==> config.mk <==
export PLATFORM = sky130hd
export DESIGN_NAME = pipeline_hazard_ctrl_flat
export DESIGN_NICKNAME = d
export VERILOG_FILES = /design/src/rtl/pipe_ctrl_pkg.sv /design/src/rtl/pipeline_hazard_ctrl_if.sv /design/src/rtl/hazard_detect.sv /design/src/rtl/pipeline_hazard_ctrl.sv /design/src/flat_wrapper.sv
export SDC_FILE = /design/constraint.sdc
export NUM_CORES = 1
export LEC_CHECK = 0
export ABC_CLOCK_PERIOD_IN_PS = 2029
export BUFFER_PORTS_ARGS = -buffer_cell sky130_fd_sc_hd__buf_2
export CORE_ASPECT_RATIO = 0.8
export CORE_MARGIN = 1
export CORE_UTILIZATION = 29
export DETAILED_ROUTE_END_ITERATION = 7
export HOLD_SLACK_MARGIN = 0.03
export PLACE_DENSITY = 0.85
export SLEW_MARGIN = 20
export SYNTH_ARGS = -nofsm -noshare
export SYNTH_HDL_FRONTEND = slang
export SYNTH_HIERARCHICAL = 1
export SYNTH_SLANG_ARGS = --single-unit
==> constraint.sdc <==
create_clock -name clk -period 2.03 [get_ports clk]
set_input_delay 0.406 -clock clk [delete_from_list [all_inputs] [get_ports clk]]
set_output_delay 0.406 -clock clk [all_outputs]
set_load 0.02 [all_outputs]
==> src/rtl/pipe_ctrl_pkg.sv <==
// Shared definitions for the 3-stage pipeline hazard controller.
// Holds the controller state encoding, the pc_sel and writeback-source codes,
// the RV32I opcodes the controller decodes, and a source-register usage helper.
package pipe_ctrl_pkg;

  typedef enum logic [1:0] {
    RUN        = 2'd0,
    MEM_WAIT   = 2'd1,
    LOAD_STALL = 2'd2,
    REDIRECT   = 2'd3
  } ctrl_state_e;

  localparam logic [1:0] PC_PLUS4  = 2'd0;
  localparam logic [1:0] PC_BRANCH = 2'd1;
  localparam logic [1:0] PC_MEPC   = 2'd2;
  localparam logic [1:0] PC_MTVEC  = 2'd3;

  localparam logic [1:0] WD_ALU  = 2'd0;
  localparam logic [1:0] WD_LOAD = 2'd1;
  localparam logic [1:0] WD_PC4  = 2'd2;
  localparam logic [1:0] WD_CSR  = 2'd3;

  localparam logic [6:0] OP_LOAD   = 7'b0000011;
  localparam logic [6:0] OP_STORE  = 7'b0100011;
  localparam logic [6:0] OP_BRANCH = 7'b1100011;
  localparam logic [6:0] OP_JAL    = 7'b1101111;
  localparam logic [6:0] OP_JALR   = 7'b1100111;
  localparam logic [6:0] OP_LUI    = 7'b0110111;
  localparam logic [6:0] OP_AUIPC  = 7'b0010111;
  localparam logic [6:0] OP_SYSTEM = 7'b1110011;
  localparam logic [6:0] OP_IMM    = 7'b0010011;
  localparam logic [6:0] OP_REG    = 7'b0110011;

  // Returns {uses_rs2, uses_rs1}. CSR register forms (csrrw/csrrs/csrrc) read
  // rs1; the immediate forms and ecall/ebreak/mret (funct3 == 0) read nothing.
  function automatic logic [1:0] src_use(input logic [6:0] opcode,
                                         input logic [2:0] funct3);
    logic [1:0] u;
    u = 2'b00;
    case (opcode)
      OP_REG, OP_STORE, OP_BRANCH: u = 2'b11;
      OP_IMM, OP_LOAD, OP_JALR:    u = 2'b01;
      OP_SYSTEM:                   u = {1'b0, (funct3 != 3'b000) && !funct3[2]};
      OP_LUI, OP_AUIPC, OP_JAL:    u = 2'b00;
      default:                     u = 2'b00;
    endcase
    return u;
  endfunction

endpackage

==> src/rtl/pipeline_hazard_ctrl_if.sv <==
// Control bundle between the hazard controller and the pipeline datapath.
// master: the controller (reads instruction/handshake status, drives controls).
// slave:  the datapath (drives status, consumes controls).
interface pipeline_hazard_ctrl_if;
  logic [31:0] de_instr;
  logic [31:0] mw_instr;
  logic        mw_rfwrite;
  logic [1:0]  mw_wdata_sel;
  logic        br_taken;
  logic        mw_is_mret;
  logic        trap_req;
  logic        dmem_ack;

  logic        fwd_a;
  logic        fwd_b;
  logic        stall_f;
  logic        stall_mw;
  logic        flush_f;
  logic        bubble_de;
  logic [1:0]  pc_sel;
  logic        dmem_req;
  logic        bus_err;
  logic [1:0]  state_o;

  modport master (
    input  de_instr, mw_instr, mw_rfwrite, mw_wdata_sel, br_taken,
           mw_is_mret, trap_req, dmem_ack,
    output fwd_a, fwd_b, stall_f, stall_mw, flush_f, bubble_de, pc_sel,
           dmem_req, bus_err, state_o
  );

  modport slave (
    output de_instr, mw_instr, mw_rfwrite, mw_wdata_sel, br_taken,
           mw_is_mret, trap_req, dmem_ack,
    input  fwd_a, fwd_b, stall_f, stall_mw, flush_f, bubble_de, pc_sel,
           dmem_req, bus_err, state_o
  );
endinterface

==> src/rtl/hazard_detect.sv <==
// Combinational register-dependency compare between the DE and MW stages.
// Inputs : de_instr, mw_instr, mw_rfwrite, mw_wdata_sel
// Outputs: fwd_a/fwd_b (MW result usable for rs1/rs2), load_use (DE needs
//          load data still in MW), mw_mem (MW instruction is a load or store)
module hazard_detect
  import pipe_ctrl_pkg::*;
(
  input  logic [31:0] de_instr,
  input  logic [31:0] mw_instr,
  input  logic        mw_rfwrite,
  input  logic [1:0]  mw_wdata_sel,
  output logic        fwd_a,
  output logic        fwd_b,
  output logic        load_use,
  output logic        mw_mem
);

  logic [4:0] rs1, rs2, rd;
  logic [1:0] use_rs;
  logic       rd_live, hit_a, hit_b, fwd_src;
  logic       unused_bits;

  assign rs1    = de_instr[19:15];
  assign rs2    = de_instr[24:20];
  assign rd     = mw_instr[11:7];
  assign use_rs = src_use(de_instr[6:0], de_instr[14:12]);

  // x0 is never a real producer.
  assign rd_live = mw_rfwrite && (rd != 5'd0);
  assign hit_a   = rd_live && use_rs[0] && (rs1 == rd);
  assign hit_b   = rd_live && use_rs[1] && (rs2 == rd);

  // Load data arrives too late in MW to be forwarded; it forces a stall instead.
  assign fwd_src  = (mw_wdata_sel == WD_ALU) || (mw_wdata_sel == WD_PC4) ||
                    (mw_wdata_sel == WD_CSR);
  assign fwd_a    = hit_a && fwd_src;
  assign fwd_b    = hit_b && fwd_src;
  assign load_use = (mw_wdata_sel == WD_LOAD) && (hit_a || hit_b);

  assign mw_mem = (mw_instr[6:0] == OP_LOAD) || (mw_instr[6:0] == OP_STORE);

  assign unused_bits = ^{de_instr[31:25], de_instr[11:7], mw_instr[31:12]};

endmodule

==> src/rtl/pipeline_hazard_ctrl.sv <==
// Central stall/flush/forward/redirect controller for the 3-stage RV32I pipeline.
// Ports: clk, reset (async, active-high), bus (pipeline_hazard_ctrl_if.master)
// carrying DE/MW instruction status, branch/trap/mret events, the data memory
// ack, and the stall, flush, bubble, forward, pc_sel, dmem_req, bus_err and
// debug state outputs.
//
// state      | meaning
// RUN        | normal flow, all hazards evaluated
// MEM_WAIT   | data memory access pending, pipeline frozen
// LOAD_STALL | one bubble cycle after a load-use stall
// REDIRECT   | one cycle after trap/mret, wrong-path fetch dropped
module pipeline_hazard_ctrl
  import pipe_ctrl_pkg::*;
#(
  parameter int          MEM_TIMEOUT = 16,
  parameter logic [31:0] NOP_INSTR   = 32'h0000_0013
)(
  input logic                    clk,
  input logic                    reset,
  pipeline_hazard_ctrl_if.master bus
);

  localparam int CNT_W = $clog2(MEM_TIMEOUT);
  localparam logic [CNT_W-1:0] CNT_LAST = CNT_W'(MEM_TIMEOUT - 1);

  if (MEM_TIMEOUT < 2) begin : g_bad_timeout
    $error("MEM_TIMEOUT must be at least 2");
  end
  // The datapath injects NOP_INSTR on flush; it must be an OP-IMM encoding
  // so the hazard compare treats it as writing nothing useful.
  if (NOP_INSTR[6:0] != OP_IMM) begin : g_bad_nop
    $error("NOP_INSTR must be an OP-IMM encoding");
  end

  ctrl_state_e      state_q, state_d;
  logic [CNT_W-1:0] cnt_q, cnt_d;

  logic fwd_a, fwd_b, load_use, mw_mem;
  logic stall_f, stall_mw, flush_f, bubble_de, dmem_req, bus_err;
  logic [1:0] pc_sel;

  hazard_detect u_hazard_detect (
    .de_instr     (bus.de_instr),
    .mw_instr     (bus.mw_instr),
    .mw_rfwrite   (bus.mw_rfwrite),
    .mw_wdata_sel (bus.mw_wdata_sel),
    .fwd_a        (fwd_a),
    .fwd_b        (fwd_b),
    .load_use     (load_use),
    .mw_mem       (mw_mem)
  );

  always_comb begin
    state_d   = state_q;
    cnt_d     = cnt_q;
    stall_f   = 1'b0;
    stall_mw  = 1'b0;
    flush_f   = 1'b0;
    bubble_de = 1'b0;
    dmem_req  = 1'b0;
    bus_err   = 1'b0;
    pc_sel    = PC_PLUS4;
    unique case (state_q)
      RUN: begin
        if (bus.trap_req) begin
          pc_sel = PC_MTVEC; flush_f = 1'b1; bubble_de = 1'b1; state_d = REDIRECT;
        end else if (bus.mw_is_mret) begin
          pc_sel = PC_MEPC; flush_f = 1'b1; bubble_de = 1'b1; state_d = REDIRECT;
        end else if (mw_mem && !bus.dmem_ack) begin
          dmem_req = 1'b1; stall_f = 1'b1; stall_mw = 1'b1;
          state_d  = MEM_WAIT; cnt_d = '0;
        end else begin
          // Zero-wait access completes alongside the normal hazard checks.
          dmem_req = mw_mem;
          if (load_use) begin
            stall_f = 1'b1; bubble_de = 1'b1; state_d = LOAD_STALL;
          end else if (bus.br_taken) begin
            pc_sel = PC_BRANCH; flush_f = 1'b1;
          end
        end
      end
      MEM_WAIT: begin
        // trap_req is not looked at here; it is taken in RUN after the exit.
        dmem_req = 1'b1;
        cnt_d    = cnt_q + CNT_W'(1);
        if (bus.dmem_ack) begin
          // The ack cycle behaves like a zero-wait RUN cycle.
          if (load_use) begin
            stall_f = 1'b1; bubble_de = 1'b1; state_d = LOAD_STALL;
          end else begin
            state_d = RUN;
            if (bus.br_taken) begin
              pc_sel = PC_BRANCH; flush_f = 1'b1;
            end
          end
        end else if (cnt_q == CNT_LAST) begin
          // Abandon the access: release the stalls so the pipeline moves on.
          bus_err = 1'b1; state_d = RUN;
        end else begin
          stall_f = 1'b1; stall_mw = 1'b1;
        end
      end
      LOAD_STALL: begin
        state_d = RUN;
      end
      REDIRECT: begin
        flush_f = 1'b1; state_d = RUN;
      end
    endcase
  end

  always_ff @(posedge clk or posedge reset) begin
    if (reset) begin
      state_q <= RUN;
      cnt_q   <= '0;
    end else begin
      state_q <= state_d;
      cnt_q   <= cnt_d;
    end
  end

  // Outputs are forced low while reset is held so a pending access drops at once.
  assign bus.fwd_a     = fwd_a & ~reset;
  assign bus.fwd_b     = fwd_b & ~reset;
  assign bus.stall_f   = stall_f & ~reset;
  assign bus.stall_mw  = stall_mw & ~reset;
  assign bus.flush_f   = flush_f & ~reset;
  assign bus.bubble_de = bubble_de & ~reset;
  assign bus.dmem_req  = dmem_req & ~reset;
  assign bus.bus_err   = bus_err & ~reset;
  assign bus.pc_sel    = reset ? PC_PLUS4 : pc_sel;
  assign bus.state_o   = state_q;

endmodule
==> src/flat_wrapper.sv <==
// flat-port wrapper written by rule: the top's interface ports become plain ports
module pipeline_hazard_ctrl_flat import pipe_ctrl_pkg::*;
#(
  parameter int          MEM_TIMEOUT = 16,
  parameter logic [31:0] NOP_INSTR   = 32'h0000_0013
)
  (clk, reset, bus_de_instr, bus_mw_instr, bus_mw_rfwrite, bus_mw_wdata_sel, bus_br_taken, bus_mw_is_mret, bus_trap_req, bus_dmem_ack, bus_fwd_a, bus_fwd_b, bus_stall_f, bus_stall_mw, bus_flush_f, bus_bubble_de, bus_pc_sel, bus_dmem_req, bus_bus_err, bus_state_o);
  pipeline_hazard_ctrl_if bus_i ();
  input logic clk;
  input logic reset;
  input wire logic [$bits(bus_i.de_instr)-1:0] bus_de_instr;
  input wire logic [$bits(bus_i.mw_instr)-1:0] bus_mw_instr;
  input wire logic [$bits(bus_i.mw_rfwrite)-1:0] bus_mw_rfwrite;
  input wire logic [$bits(bus_i.mw_wdata_sel)-1:0] bus_mw_wdata_sel;
  input wire logic [$bits(bus_i.br_taken)-1:0] bus_br_taken;
  input wire logic [$bits(bus_i.mw_is_mret)-1:0] bus_mw_is_mret;
  input wire logic [$bits(bus_i.trap_req)-1:0] bus_trap_req;
  input wire logic [$bits(bus_i.dmem_ack)-1:0] bus_dmem_ack;
  output wire logic [$bits(bus_i.fwd_a)-1:0] bus_fwd_a;
  output wire logic [$bits(bus_i.fwd_b)-1:0] bus_fwd_b;
  output wire logic [$bits(bus_i.stall_f)-1:0] bus_stall_f;
  output wire logic [$bits(bus_i.stall_mw)-1:0] bus_stall_mw;
  output wire logic [$bits(bus_i.flush_f)-1:0] bus_flush_f;
  output wire logic [$bits(bus_i.bubble_de)-1:0] bus_bubble_de;
  output wire logic [$bits(bus_i.pc_sel)-1:0] bus_pc_sel;
  output wire logic [$bits(bus_i.dmem_req)-1:0] bus_dmem_req;
  output wire logic [$bits(bus_i.bus_err)-1:0] bus_bus_err;
  output wire logic [$bits(bus_i.state_o)-1:0] bus_state_o;
  assign bus_i.de_instr = bus_de_instr;
  assign bus_i.mw_instr = bus_mw_instr;
  assign bus_i.mw_rfwrite = bus_mw_rfwrite;
  assign bus_i.mw_wdata_sel = bus_mw_wdata_sel;
  assign bus_i.br_taken = bus_br_taken;
  assign bus_i.mw_is_mret = bus_mw_is_mret;
  assign bus_i.trap_req = bus_trap_req;
  assign bus_i.dmem_ack = bus_dmem_ack;
  assign bus_fwd_a = bus_i.fwd_a;
  assign bus_fwd_b = bus_i.fwd_b;
  assign bus_stall_f = bus_i.stall_f;
  assign bus_stall_mw = bus_i.stall_mw;
  assign bus_flush_f = bus_i.flush_f;
  assign bus_bubble_de = bus_i.bubble_de;
  assign bus_pc_sel = bus_i.pc_sel;
  assign bus_dmem_req = bus_i.dmem_req;
  assign bus_bus_err = bus_i.bus_err;
  assign bus_state_o = bus_i.state_o;
  pipeline_hazard_ctrl #(.MEM_TIMEOUT(MEM_TIMEOUT), .NOP_INSTR(NOP_INSTR)) u_core (.clk(clk), .reset(reset), .bus(bus_i));
endmodule
After elaboration in Yosys (flattened, before gate mapping). Cells that the tools add are included.

Multiply operators: 0. $add $sub $neg: 1. Bitwise logic cells: 9. Equal/unequal tests: 23. Divide/modulo/power cells: 0. Mux-type cells: 52. Shift-type cells: 0. Magnitude comparators: 0. Reduce and logical (&&, ||, !) cells: 26.

Operators with widths (number): 2-to-1 mux 1 bit (28); 2-to-1 mux 2 bit (12); == test 7 x 6 -> 1 bit (second input constant) (3); == test 7 bit (second input constant) (3); == test 7 x 2 -> 1 bit (second input constant) (2); 2-to-1 mux 4 bit (3); one-hot mux 2 bit (3 select lines) (2); == test 5 bit (2); logical AND 1 bit (10); AND 1 bit (8); == test 2 bit (second input constant) (4); one-hot mux 1 bit (2 select lines) (4); one-hot mux 4 bit (2 select lines) (1); == test 7 x 5 -> 1 bit (second input constant) (1); OR reduction 3 bit (2); != test 5 x 3 -> 1 bit (second input constant) (1); nonzero test 5 bit (1); adder 4 x 1 -> 4 bit (second input constant) (1); == test 2 x 1 -> 1 bit (second input constant) (2); == test 4 bit (second input constant) (1); logical NOT 2 bit (2); logical OR 1 bit (4); != test 2 bit (second input constant) (2); one-hot mux 2 bit (2 select lines) (1); 10 further kinds (11).

Bits in latches: 0. Input port bits: 73. Register bits: 6. Output and inout bits: 12. Memories kept: 0. Bits in read-only memories: 0. Logic and storage cells: 113. RAM bits: 0.

Logic depth before layout (Yosys ltp).
Word-level depth: 13. Depth in mapped cells: 8. Gate-level depth less buffers: 8.

Hierarchy. Netlist, hierarchy kept.

By module, submodules not included: pipeline_hazard_ctrl (instances 1, area each 486.7 um^2, seq. area each 150.1 um^2, cells each 63); hazard_detect (instances 1, area each 224.0 um^2, seq. area each 0.0 um^2, cells each 32).

Worst setup path before layout. Ideal clock, no wire load.

Path kind: input-to-output. Start point: in bus_mw_instr[11]. End point: out bus_bubble_de. Data required time: 1.624 ns. Path buffers: 0. Data arrival time: 1.918 ns. Slack: -0.294 ns. Cell stages on the path: 7. Cell sequence: xor2_1 nor4_2 nand4_1 a211oi_2 o21ai_0 o21a_1 nor3_1.

Cells in the longest elaborated chain, start to end: 12. Elaborated cells on any way between the ends: 17. Those cells by class: eq/ne: 2; mux: 6; bitwise: 1; reduce/logical: 8.

Ends and longest elaborated chain: from (decl) (line flat_wrapper.sv:12) `input wire logic [$bits(bus_i.mw_instr)-1:0] bus_mw_instr;`; nonzero test 5 bit (line hazard_detect.sv:29) `assign rd_live = mw_rfwrite && (rd != 5'd0);`; logical AND 1 bit (line hazard_detect.sv:29); logical AND 1 bit (on tied branches) (2 in series) (line hazard_detect.sv:30, hazard_detect.sv:31); logical OR 1 bit * (line hazard_detect.sv:38) `assign load_use = (mw_wdata_sel == WD_LOAD) && (hit_a || hit_b);`; logical AND 1 bit * (line hazard_detect.sv:38); named net u_core.load_use (line pipeline_hazard_ctrl.sv:38) `logic fwd_a, fwd_b, load_use, mw_mem;`; 2-to-1 mux 1 bit * (line pipeline_hazard_ctrl.sv:75, pipeline_hazard_ctrl.sv:88); 2-to-1 mux 1 bit (line pipeline_hazard_ctrl.sv:69) `end else if (mw_mem && !bus.dmem_ack) begin`; 2-to-1 mux 1 bit (line pipeline_hazard_ctrl.sv:67) `end else if (bus.mw_is_mret) begin`; 2-to-1 mux 1 bit (line pipeline_hazard_ctrl.sv:65) `if (bus.trap_req) begin`; one-hot mux 1 bit (2 select lines) * (line pipeline_hazard_ctrl.sv:63) `unique case (state_q)`; AND 1 bit * (line pipeline_hazard_ctrl.sv:128) `assign bus.bubble_de = bubble_de & ~reset;`; to (decl) (line flat_wrapper.sv:24) `output wire logic [$bits(bus_i.bubble_de)-1:0] bus_bubble_de;`.

The timed path passes the listed nets; every way through them passes the cells marked *.

Worst setup path after layout.
Start point: in bus_mw_instr[11]. End point: out bus_flush_f.

Cells in the longest elaborated chain, start to end: 12. Elaborated cells on any way between the ends: 17. Those cells by class: eq/ne: 2; mux: 6; bitwise: 1; reduce/logical: 8.

Ends and longest elaborated chain: nonzero test 5 bit (line hazard_detect.sv:29); logical AND 1 bit (line hazard_detect.sv:29); logical AND 1 bit (on tied branches) (2 in series) (line hazard_detect.sv:30, hazard_detect.sv:31); logical OR 1 bit * (line hazard_detect.sv:38); logical AND 1 bit * (line hazard_detect.sv:38); named net u_core.load_use (line pipeline_hazard_ctrl.sv:38); 2-to-1 mux 1 bit * (line pipeline_hazard_ctrl.sv:75) `if (load_use) begin`; 2-to-1 mux 1 bit (line pipeline_hazard_ctrl.sv:69); 2-to-1 mux 1 bit (line pipeline_hazard_ctrl.sv:67); 2-to-1 mux 1 bit (line pipeline_hazard_ctrl.sv:65); one-hot mux 1 bit (3 select lines) * (line pipeline_hazard_ctrl.sv:63); AND 1 bit * (line pipeline_hazard_ctrl.sv:127) `assign bus.flush_f = flush_f & ~reset;`; to (decl) (line flat_wrapper.sv:23) `output wire logic [$bits(bus_i.flush_f)-1:0] bus_flush_f;`.

Marks and branches as above.

==> results.txt <==
Of the total power, the share spent switching nets is 0.482. Once routing completed, OpenROAD measured the worst setup slack at -556 ps. The number of diodes came out at 0. The internal cell power came out at 528 µW. The half-perimeter wire length after placement is 1840 µm.

The setup slack after placement came out at -503 ps. The checks that failed: DRC, setup timing. In this run, CTS created clock tree buffers numbering 3. The clock transition time at the flip-flop clock pins of the worst setup and hold paths is 50 ps.

The final critical path time including I/O delays and setup came out at 2590 ps. The number of antenna violations at the first check in global routing is 0. The area added between synthesis and finish is 75.7%. The post-synthesis net count is 169. The effective utilization at floorplan came out at 0.318. The synthesized netlist cell count came out at 95. The leakage power is 0.592 nW. The switching power came out at 491 µW. IR analysis of the VDD net gives a maximum drop of 0.242 mV. The number of buffers on the longest clock path is 2. The number of distinct library cell variants in the gate-level netlist after synthesis is 35.

The worst hold slack is 211 ps. The setup violation total in the final timing report came out at 6. Signal routing reaches up to met4. The detailed router placed 958 vias in this run. The met2 wirelength from detailed routing is 1280 µm. The cell area after synthesis came out at 711 µm². The relative max-transition margin came out at 0.788. Among all flip-flop cells after synthesis, the most frequent one is sky130_fd_sc_hd__dfrtp_1. The detailed-route DRC error count came out at 6. The number of optimization iterations in the first detailed-route pass is 6. The maximum clock frequency came out at 0.387 GHz. The remaining number of nets flagged by the antenna check after routing is 0. The synthesized design contains 6 register bits.

The count of endpoints failing hold in the final timing report was 0. Counting flops with a built-in enable in the synthesized netlist gives 0. For this run the aggregate overflow at the end of global routing stands at 0. The number of global-route vias before repair came out at 880.

The clock skew came out at 4.19 ps. The clock group share of total power came out at 0.110. The storage element area came out at 150 µm². The first global-routing pass estimated 3770 µm of wire. The average wire length per cell after detail routing is 13.4 µm. Across every metal layer, demand over resource in global routing totals 0.188. The data required time of the critical path came out at 1620 ps. The detailed-route vias per instance came out at 5.18. The number of clock sinks seen by CTS is 6. The final net count came out at 236. The die footprint came out at 2650 µm².

The path class of the tightest hold or removal check is in -> async. The run finished, with violations left. The number of slew-limit violations in the final report was 0. The part of the Yosys area used for sequential elements is 0.211. The ratio of total power to cell area is 815 nW/µm². In the final layout, the share of cells above drive strength 1 is 0.538. The boundary pin count came out at 85. The capturing element type of the critical path is a primary output. The most frequent standard cell in the layout excluding fill and tap cells is sky130_fd_sc_hd__buf_2. The number of placement rows is 15. The number of synthesis warnings is 6. The highest net fanout along the worst path is 4. STA classifies the critical path startpoint as a primary input. The latest clock arrival within the worst-skew pair came out at 240 ps.

Port buffering added 51 buffers. Setup repair after global routing could not meet its margin everywhere. Each instance of the synthesized netlist takes up on average 7.48 µm².

The fraction of registers with async set or reset after synthesis came out at 1.00. The maximum number of pins on one net before global-route repair came out at 12. The wire length reported by the detailed router came out at 2490 µm.

From bottom edge to top edge, the die measures 46.3 µm. In the final routing, the length of wire on met1 measures 1050 µm. After floorplanning, the core was sized to cover 2230 µm².

By startpoint and endpoint, the worst setup path is classified as in -> out. Of the total power, registers draw 0.249. Of the total power, combinational logic draws 0.641. After detailed routing, the met3 layer carries 124 µm of wire. Summing all multi-input logic gate instances after layout gives 624 µm².

The routability-driven placement congestion ratio came out at 0.863. Data arrives at the worst endpoint at 2180 ps. The transition time at the pin with the least slew margin is 315 ps. The fraction of the cycle the final worst path needs is 1.27. TritonCTS built the clock tree. The number of max-cap violations came out at 0. From left edge to right edge, the die measures 57.3 µm. CTS built an H-tree with a depth of 1. The final-layout fill cell count came out at 196. In this run, the number of DRC markers left after iteration 0 of detailed routing was 52. In the layout the commonest cells are sky130_fd_sc_hd__buf_2 (42), sky130_fd_sc_hd__buf_4 (15), sky130_fd_sc_hd__nand2_1 (12). The tree is rooted in a sky130_fd_sc_hd__clkbuf_4.
[critical path: stages]
cell	delay, ps
sky130_fd_sc_hd__buf_6	90
sky130_fd_sc_hd__xor2_1	150
sky130_fd_sc_hd__nor4_2	320
sky130_fd_sc_hd__nand4_1	200
sky130_fd_sc_hd__a211oi_2	320
sky130_fd_sc_hd__nand2b_4	190
sky130_fd_sc_hd__o21ai_1	60
sky130_fd_sc_hd__a22oi_2	220
sky130_fd_sc_hd__nor2_2	70
sky130_fd_sc_hd__buf_6	130
[Yosys cell counts, types with 2 or more instances]
library cell               number  area, µm²
sky130_fd_sc_hd__a21oi_1        2       10.0
sky130_fd_sc_hd__buf_2          2       10.0
sky130_fd_sc_hd__dfrtp_1        6        150
sky130_fd_sc_hd__inv_1          2       7.51
sky130_fd_sc_hd__nand2_1       14       52.6
sky130_fd_sc_hd__nand2b_1       4       25.0
sky130_fd_sc_hd__nand3_1        3       15.0
sky130_fd_sc_hd__nand3b_1       2       15.0
sky130_fd_sc_hd__nor2_1        10       37.5
sky130_fd_sc_hd__nor2b_1        4       25.0
sky130_fd_sc_hd__nor3_1         7       35.0
sky130_fd_sc_hd__nor4_1         3       18.8
sky130_fd_sc_hd__o21ai_0        6       30.0
sky130_fd_sc_hd__xnor2_1        3       26.3
sky130_fd_sc_hd__xor2_1         7       61.3
[registers in the layout (all words and copies together) (netlist names)]
signal / cells
u_core/bus.state_o: 2
u_core/cnt_q: 4
[metrics by stage]
step	cell area, µm²	std cells	setup TNS [ps]	power [mW]	utilization
4_1_cts	1170	183	-1950	0.973	0.525
3_3_place_gp	1080	178	-1680	0.820	0.485
3_5_place_dp	1080	178	-2000	0.833	0.485
2_1_floorplan	734	95	-263	0.637	-
5_1_grt	1250	185	-2930	1.10	0.559
6_report	1250	185	-2260	1.02	0.559
[power by group through the flow]
stage                     Clock, mW  Sequential (mW)  Combinational, mW
after floorplan                   0            0.260              0.377
after global placement            0            0.247              0.573
after detailed placement          0            0.251              0.583
after CTS                     0.114            0.248              0.611
after global routing          0.119            0.258              0.718
final                         0.112            0.254              0.652
[timing repair]
action,CTS,global route
hold buffers,0,0
buffers inserted,2,2
resized for setup,14,13
pin swaps,7,4
endpoints found under the setup margin,5,6
cloned,0,0
[per-layer routing]
| layer | up-vias | track usage |
|---|---|---|
| met5 | - | 0 |
| met2 | 38 | 0.340 |
| met4 | 0 | 0.0976 |
| li1 | 474 | - |
| met3 | 4 | 0.0253 |
| met1 | 442 | 0.222 |
[layout make-up]
class | count | share of cell area
Multi-Input combinational cell | 84 | 0.500
Timing Repair Buffer | 65 | 0.331
Sequential cell | 6 | 0.120
Tap cell | 25 | 0.0251
Clock buffer | 3 | 0.0180
Inverter | 2 | 0.00601
[kinds of logic (layout without fill, tap and decap cells)]
| kind of cell | count (synthesis) | count (layout) | synth area share |
|---|---|---|---|
| AND/OR/NAND/NOR | 54 | 54 | 0.417 |
| XOR/XNOR | 10 | 10 | 0.123 |
| multiplexers | 1 | 1 | 0.0141 |
| flip-flops | 6 | 6 | 0.211 |
| buffers and inverters | 5 | 70 | 0.0299 |
| AO/OA/AOI/OAI | 18 | 18 | 0.187 |
| adder cells (fa/ha/maj) | 1 | 1 | 0.0176 |
[path summary, 6_finish.rpt]
path,from,endpoint,slack (ps),cells after the start
max in group asynchronous,reset,u_core/cnt_q[1],1620,2
min in group clk,u_core/cnt_q[0],u_core/cnt_q[0],520,1
max reg2reg,u_core/bus.state_o[0],u_core/cnt_q[2],830,3
min,reset,u_core/cnt_q[3],210,2
max,bus_mw_instr[11],bus_flush_f,-560,10
min reg2reg,u_core/cnt_q[0],u_core/cnt_q[0],520,1
(Power assumes the default switching activity.)
